[src/rtl/thmn_bank_wave.sv]
// Bank of CH weighted NCL threshold gates with hysteresis (THmnWw), plus
// bank-wide completion detection and a DATA->NULL wave counter.
module thmn_bank_wave #(
  parameter int              CH      = 4,
  parameter int              N       = 3,
  parameter int              M       = 3,
  parameter logic [4*N-1:0]  W       = {N{4'd1}},
  parameter logic [CH-1:0]   RST_VAL = {CH{1'b0}},
  parameter int              CW      = 8
) (
  input  logic            clk,
  input  logic            rst,
  input  logic            en,
  input  logic [CH*N-1:0] a,
  output logic [CH-1:0]   y,
  output logic            all_data,
  output logic            all_null,
  output logic [CW-1:0]   wave_cnt,
  output logic            wave_done
);

  // Wide enough for 8 inputs of weight 15.
  localparam int SW = 7;

  function automatic int weight_total();
    int t;
    t = 0;
    for (int i = 0; i < N; i++) begin
      t = t + int'(W[4*i +: 4]);
    end
    return t;
  endfunction

  localparam int              WSUM = weight_total();
  localparam logic [SW-1:0]   M_V  = M[SW-1:0];

  if (CH < 1) begin : g_bad_ch
    $error("thmn_bank_wave: CH must be >= 1");
  end
  if ((N < 1) || (N > 8)) begin : g_bad_n
    $error("thmn_bank_wave: N must be in 1..8");
  end
  if ((M < 1) || (M > WSUM)) begin : g_bad_m
    $error("thmn_bank_wave: M must be in 1..sum of weights");
  end
  if (CW < 1) begin : g_bad_cw
    $error("thmn_bank_wave: CW must be >= 1");
  end

  typedef enum logic {
    WAIT_DATA = 1'b0,
    WAIT_NULL = 1'b1
  } state_t;

  // A bank that resets to all-DATA must first see a NULL before counting.
  localparam state_t RST_STATE = (&RST_VAL) ? WAIT_NULL : WAIT_DATA;

  logic [CH-1:0]  y_r;
  logic [CH-1:0]  y_nxt_s;
  logic [SW-1:0]  sum_s [CH];
  state_t         state_r;
  state_t         state_nxt_s;
  logic [CW-1:0]  cnt_r;
  logic [CW-1:0]  cnt_nxt_s;
  logic           done_r;
  logic           done_nxt_s;
  logic           all_data_s;
  logic           all_null_s;

  // Weighted input sum per channel.
  always_comb begin
    for (int c = 0; c < CH; c++) begin
      sum_s[c] = {SW{1'b0}};
      for (int i = 0; i < N; i++) begin
        if (a[c*N + i]) begin
          sum_s[c] = sum_s[c] + {3'b000, W[4*i +: 4]};
        end else begin
          sum_s[c] = sum_s[c];
        end
      end
    end
  end

  // Hysteresis: set at threshold, clear only when every weighted input is low.
  always_comb begin
    y_nxt_s = y_r;
    for (int c = 0; c < CH; c++) begin
      if (sum_s[c] >= M_V) begin
        y_nxt_s[c] = 1'b1;
      end else if (sum_s[c] == {SW{1'b0}}) begin
        y_nxt_s[c] = 1'b0;
      end else begin
        y_nxt_s[c] = y_r[c];
      end
    end
  end

  // Gate output register.
  always_ff @(posedge clk or posedge rst) begin
    if (rst) begin
      y_r <= RST_VAL;
    end else if (en) begin
      y_r <= y_nxt_s;
    end else begin
      y_r <= y_r;
    end
  end

  assign all_data_s = &y_r;
  assign all_null_s = ~|y_r;

  // Wave tracker next-state: a wave completes on the NULL following a full DATA.
  always_comb begin
    state_nxt_s = state_r;
    cnt_nxt_s   = cnt_r;
    done_nxt_s  = 1'b0;
    if (en) begin
      case (state_r)
        WAIT_DATA: begin
          if (all_data_s) begin
            state_nxt_s = WAIT_NULL;
          end else begin
            state_nxt_s = WAIT_DATA;
          end
        end
        WAIT_NULL: begin
          if (all_null_s) begin
            state_nxt_s = WAIT_DATA;
            cnt_nxt_s   = cnt_r + CW'(1'b1);
            done_nxt_s  = 1'b1;
          end else begin
            state_nxt_s = WAIT_NULL;
          end
        end
        default: begin
          state_nxt_s = RST_STATE;
        end
      endcase
    end else begin
      state_nxt_s = state_r;
    end
  end

  // Wave tracker state, counter and pulse registers.
  always_ff @(posedge clk or posedge rst) begin
    if (rst) begin
      state_r <= RST_STATE;
      cnt_r   <= {CW{1'b0}};
      done_r  <= 1'b0;
    end else begin
      state_r <= state_nxt_s;
      cnt_r   <= cnt_nxt_s;
      done_r  <= done_nxt_s;
    end
  end

  assign y         = y_r;
  assign all_data  = all_data_s;
  assign all_null  = all_null_s;
  assign wave_cnt  = cnt_r;
  assign wave_done = done_r;

endmodule

[config.mk]
export PLATFORM = sky130hd
export DESIGN_NAME = thmn_bank_wave
export DESIGN_NICKNAME = d
export VERILOG_FILES = /design/src/rtl/thmn_bank_wave.sv
export SDC_FILE = /design/constraint.sdc
export NUM_CORES = 1
export LEC_CHECK = 0
export CORE_MARGIN = 2
export CORE_UTILIZATION = 45
export CTS_CLUSTER_SIZE = 20
export DETAILED_ROUTE_END_ITERATION = 6
export PLACE_DENSITY = 0.85
export SLEW_MARGIN = 20
export SYNTH_ARGS = -nofsm -noshare
export SYNTH_HDL_FRONTEND = slang
export SYNTH_SLANG_ARGS = --single-unit
[constraint.sdc]
create_clock -name clk -period 2 [get_ports clk]
set_input_delay 0.6 -clock clk [delete_from_list [all_inputs] [get_ports clk]]
set_output_delay 0.6 -clock clk [all_outputs]
set_load 0.05 [all_outputs]
==> metrics list <==
* Result of the run: completed
- The root buffer cell chosen for the clock tree is sky130_fd_sc_hd__clkbuf_4.
* Cell chain of the critical path: nor4_4 > buf_4 > buf_12
- Internal power comes to 0.613 mW.
- After the first detailed-routing iteration, the DRC count stood at 23.
* Most frequent standard cell in the layout excluding fill and tap cells: sky130_fd_sc_hd__buf_4
- TritonCTS built the clock tree.
- Hold EP: wave_cnt[7]
* Cells resized by post-CTS repair: 0
- The analysis attributes to net switching a power of 0.444 mW.
- Remaining global-route overflow: 0
* Register bit total from synthesis: 14
- Post-DP HPWL: 1.62 mm
* Post-detailed-route wirelength per cell: 12.0 µm
* Number of optimization iterations in the first detailed-route pass: 4
- Leaving out fill and tap cells, the most frequent cells in the layout are sky130_fd_sc_hd__buf_4, sky130_fd_sc_hd__clkdlybuf4s50_1, sky130_fd_sc_hd__inv_1, sky130_fd_sc_hd__dfrtp_1.
- Total of endpoints with negative setup slack in the final report: 0
- Number of vias after detailed routing: 836
- Design area: 1300 µm²
* Average instance area after synthesis: 9.70 µm²
* GR Util All Layers: 0.175
- Seq pwr share: 0.397
- Post-DRT Antenna Nets: 0
- The number of hold violations in the final report came to 0.
- After clock tree synthesis, the clock-pin slew on the worst setup and hold paths is 0.09 ns.
* Portion of the post-synthesis area used by sequential elements: 0.384
- The worst hold path belongs to the class flop to flop.
* Yosys warnings: 0
* Power share of the combinational group: 0.451
* Crit path kind: flop to primary output
- Entering global routing, the biggest net connects 15 pins.
- Minimum clock period: 1.92 ns
* Vias in the first global route: 838
- Part of the total power dissipated in the clock network: 0.152
* Initial antenna violation count: 0
- Counting cells, the worst reg-to-reg path comes to 4.
- The most critical setup path has its startpoint at y[0].
* Leakage power: 0.663 nW
* Global-route wire length before repair: 3.30 mm
- At the worst endpoint, the required time is 1.40 ns.
* RSZ-0062 raised after global routing: no
- The synthesized netlist occupies a cell area of 912 µm².
- The number of buffers and inverters on the critical path is 2.
* Post-synthesis to final-layout area growth: 42.4%
- The worst pin sits at a relative slew slack of 0.653.
- In the finished design, the share of the clock period the worst path needs comes to 0.958.
- Startpoint type of the worst setup path: flop
* Diodes inserted: 0
* Endpoint class of the critical path: primary output
- At the end of routability-driven placement, the weighted congestion stood at 0.809.
- Counting along the longest clock path gives a buffer depth of 2.
- Post-layout util: 0.669
* Switching Fraction: 0.420
* Number of clock sinks seen by CTS: 14
- Achievable frequency: 522 MHz
- In this run the number of H-tree levels came out at 1.
* Pwr/cell area: 814 nW/µm²
* Total DRC errors in the routed layout: 0
- Routed WL: 1.92 mm
- For the pin with the worst max-slew slack, the measured transition is 0.520 ns.
- The floorplan has 16 rows.
* Number of fill cells in the layout: 166
- Launching point of the worst reg2reg path: y[0]
* Nets@finish: 158
- CP Data Arrival Time: 1.32 ns
- CP delay by family, top: flip-flops
- Clock buffers created by TritonCTS: 3
- Worst vdd rail ir drop: 0.497 mV
- For this configuration, the core starts out at a cell density of 0.470.
- R2R Setup Slk: 0.46 ns
* Min-Delay Path Depth: 1
* Cell with the biggest individual delay on the critical path: sky130_fd_sc_hd__dfrtp_2
- The floorplan step defined a die boundary enclosing 2400 µm².
- Syn Inst Count: 94
* Maximum fanout encountered on the critical timing path: 6
* Count of input and output buffers: 29
- The max-slew violation count came to 0.
* Start point of the worst min-delay path: wave_cnt[7]
- Max-cap violations in this run came to 0.
* Count of distinct cell types in the synthesized netlist: 26
* Placement-stage cell area: 1260 µm²
* Final worst clock skew: 0.0105 ns
- Width of the die: 49.0 µm
- DIE HEIGHT: 49.0 µm
- For this design the top-level I/O count stands at 30.
- In the final layout, the share of cells above drive strength 1 is 0.248.
* Core region area: 1940 µm²
- Net count after synthesis: 118
- For the worst-skew pair, the clock arrives at the later sink with an insertion delay of 0.27 ns.
- Detail-routed via count per cell: 5.23
- Capturing point of the worst reg2reg path: wave_cnt[1]
- Worst path max stage delay: 0.46 ns
per-stage QoR:
| stage | setup slack, ns | std cells | hold slack, ns | TNS [ns] | total power, mW |
|---|---|---|---|---|---|
| after floorplan | -0.157 | 94 | 0.489 | -0.157 | 0.708 |
| after CTS | 0.0110 | 159 | 0.493 | 0 | 1.05 |
| after global placement | -0.0252 | 155 | 0.464 | -0.0252 | 0.879 |
| after detailed placement | -0.0633 | 155 | 0.477 | -0.165 | 0.895 |
| final | 0.0833 | 160 | 0.484 | 0 | 1.06 |
| after global routing | 0.0369 | 160 | 0.525 | 0 | 1.12 |
worst max-delay path by stage:
| stage | to | slack [ns] | cells past startpoint |
|---|---|---|---|
| floorplan | wave_cnt[1] | -0.16 | 4 |
| global placement | y[3] | -0.03 | 6 |
| detailed placement | y[0] | -0.06 | 6 |
| CTS | all_null | 0.01 | 2 |
| global route | all_null | 0.04 | 3 |
| finish | all_null | 0.08 | 3 |
synth_stat cells:
library cell | instances | area, µm²
sky130_fd_sc_hd__o211a_1 | 2 | 20.0
sky130_fd_sc_hd__nor2b_1 | 3 | 18.8
sky130_fd_sc_hd__and3_1 | 6 | 37.5
sky130_fd_sc_hd__nand2b_1 | 4 | 25.0
sky130_fd_sc_hd__nor4_4 | 1 | 21.3
sky130_fd_sc_hd__nand4_1 | 3 | 18.8
sky130_fd_sc_hd__inv_1 | 11 | 41.3
sky130_fd_sc_hd__nor3b_1 | 2 | 15.0
sky130_fd_sc_hd__ha_1 | 9 | 113
sky130_fd_sc_hd__buf_6 | 1 | 11.3
sky130_fd_sc_hd__xnor2_1 | 6 | 52.6
sky130_fd_sc_hd__a21oi_1 | 2 | 10.0
sky130_fd_sc_hd__a211oi_1 | 1 | 7.51
sky130_fd_sc_hd__a211o_1 | 1 | 8.76
sky130_fd_sc_hd__a22oi_1 | 2 | 15.0
sky130_fd_sc_hd__and4_1 | 2 | 17.5
sky130_fd_sc_hd__and4_2 | 1 | 10.0
sky130_fd_sc_hd__dfrtp_1 | 14 | 350
sky130_fd_sc_hd__or2_2 | 1 | 6.26
sky130_fd_sc_hd__clkbuf_1 | 1 | 3.75
sky130_fd_sc_hd__a31oi_1 | 1 | 6.26
sky130_fd_sc_hd__nor2_1 | 9 | 33.8
sky130_fd_sc_hd__nand3_1 | 5 | 25.0
sky130_fd_sc_hd__o21ai_0 | 4 | 20.0
sky130_fd_sc_hd__xor2_1 | 1 | 8.76
sky130_fd_sc_hd__mux2_4 | 1 | 15.0
registers in the layout, indices dropped and copies added (netlist names):
| name | cells |
|---|---|
| state_r | 1 |
| wave_done | 1 |
| wave_cnt | 8 |
| y | 4 |
worst register-to-register path, delay by kind of cell, from the launching register on:
kind	cells	cell delay, ns
flops	1	0.46
buf+inv	1	0.18
simple gates	2	0.48
mux	1	0.30
what timing repair did:
action,4_1_cts,5_1_grt
endpoints found under the setup margin,0,1
hold buffers,0,0
buffers inserted,0,1
metal layers:
layer,vias up,GRT usage,wire [µm]
met4,0,0.0714,0
met2,25,0.340,1020
met3,0,0.0337,102
met1,405,0.180,798
li1,406,-,-
met5,-,0,0
power by group through the flow:
stage / clock (mW) / combinational [mW] / sequential (mW)
finish: 0.161 / 0.476 / 0.420
global route: 0.180 / 0.508 / 0.430
CTS: 0.164 / 0.470 / 0.419
detailed placement: 0 / 0.470 / 0.425
global placement: 0 / 0.457 / 0.423
floorplan: 0 / 0.159 / 0.549
logic make-up (layout without fill, tap and decap cells):
| group | after synthesis | in the layout | synth area share |
|---|---|---|---|
| adders and majority gates | 9 | 9 | 0.123 |
| DFF | 14 | 14 | 0.384 |
| muxes | 1 | 1 | 0.0165 |
| AOI/OAI and AO/OA | 13 | 13 | 0.0960 |
| buffers and inverters | 13 | 52 | 0.0617 |
| xor gates and xnor gates | 7 | 7 | 0.0672 |
| and+or+nand+nor | 37 | 37 | 0.251 |
final cells by class:
cell class | count | area, µm² | share of cell area
well taps | 27 | 33.8 | 0.0260
clock buffers | 4 | 26.3 | 0.0202
flip-flops and latches | 14 | 354 | 0.273
multi-input cells | 67 | 505 | 0.389
inverters | 11 | 41.3 | 0.0318
repair buffers | 37 | 338 | 0.260
No activity file was read; power rests on OpenSTA's default activity.
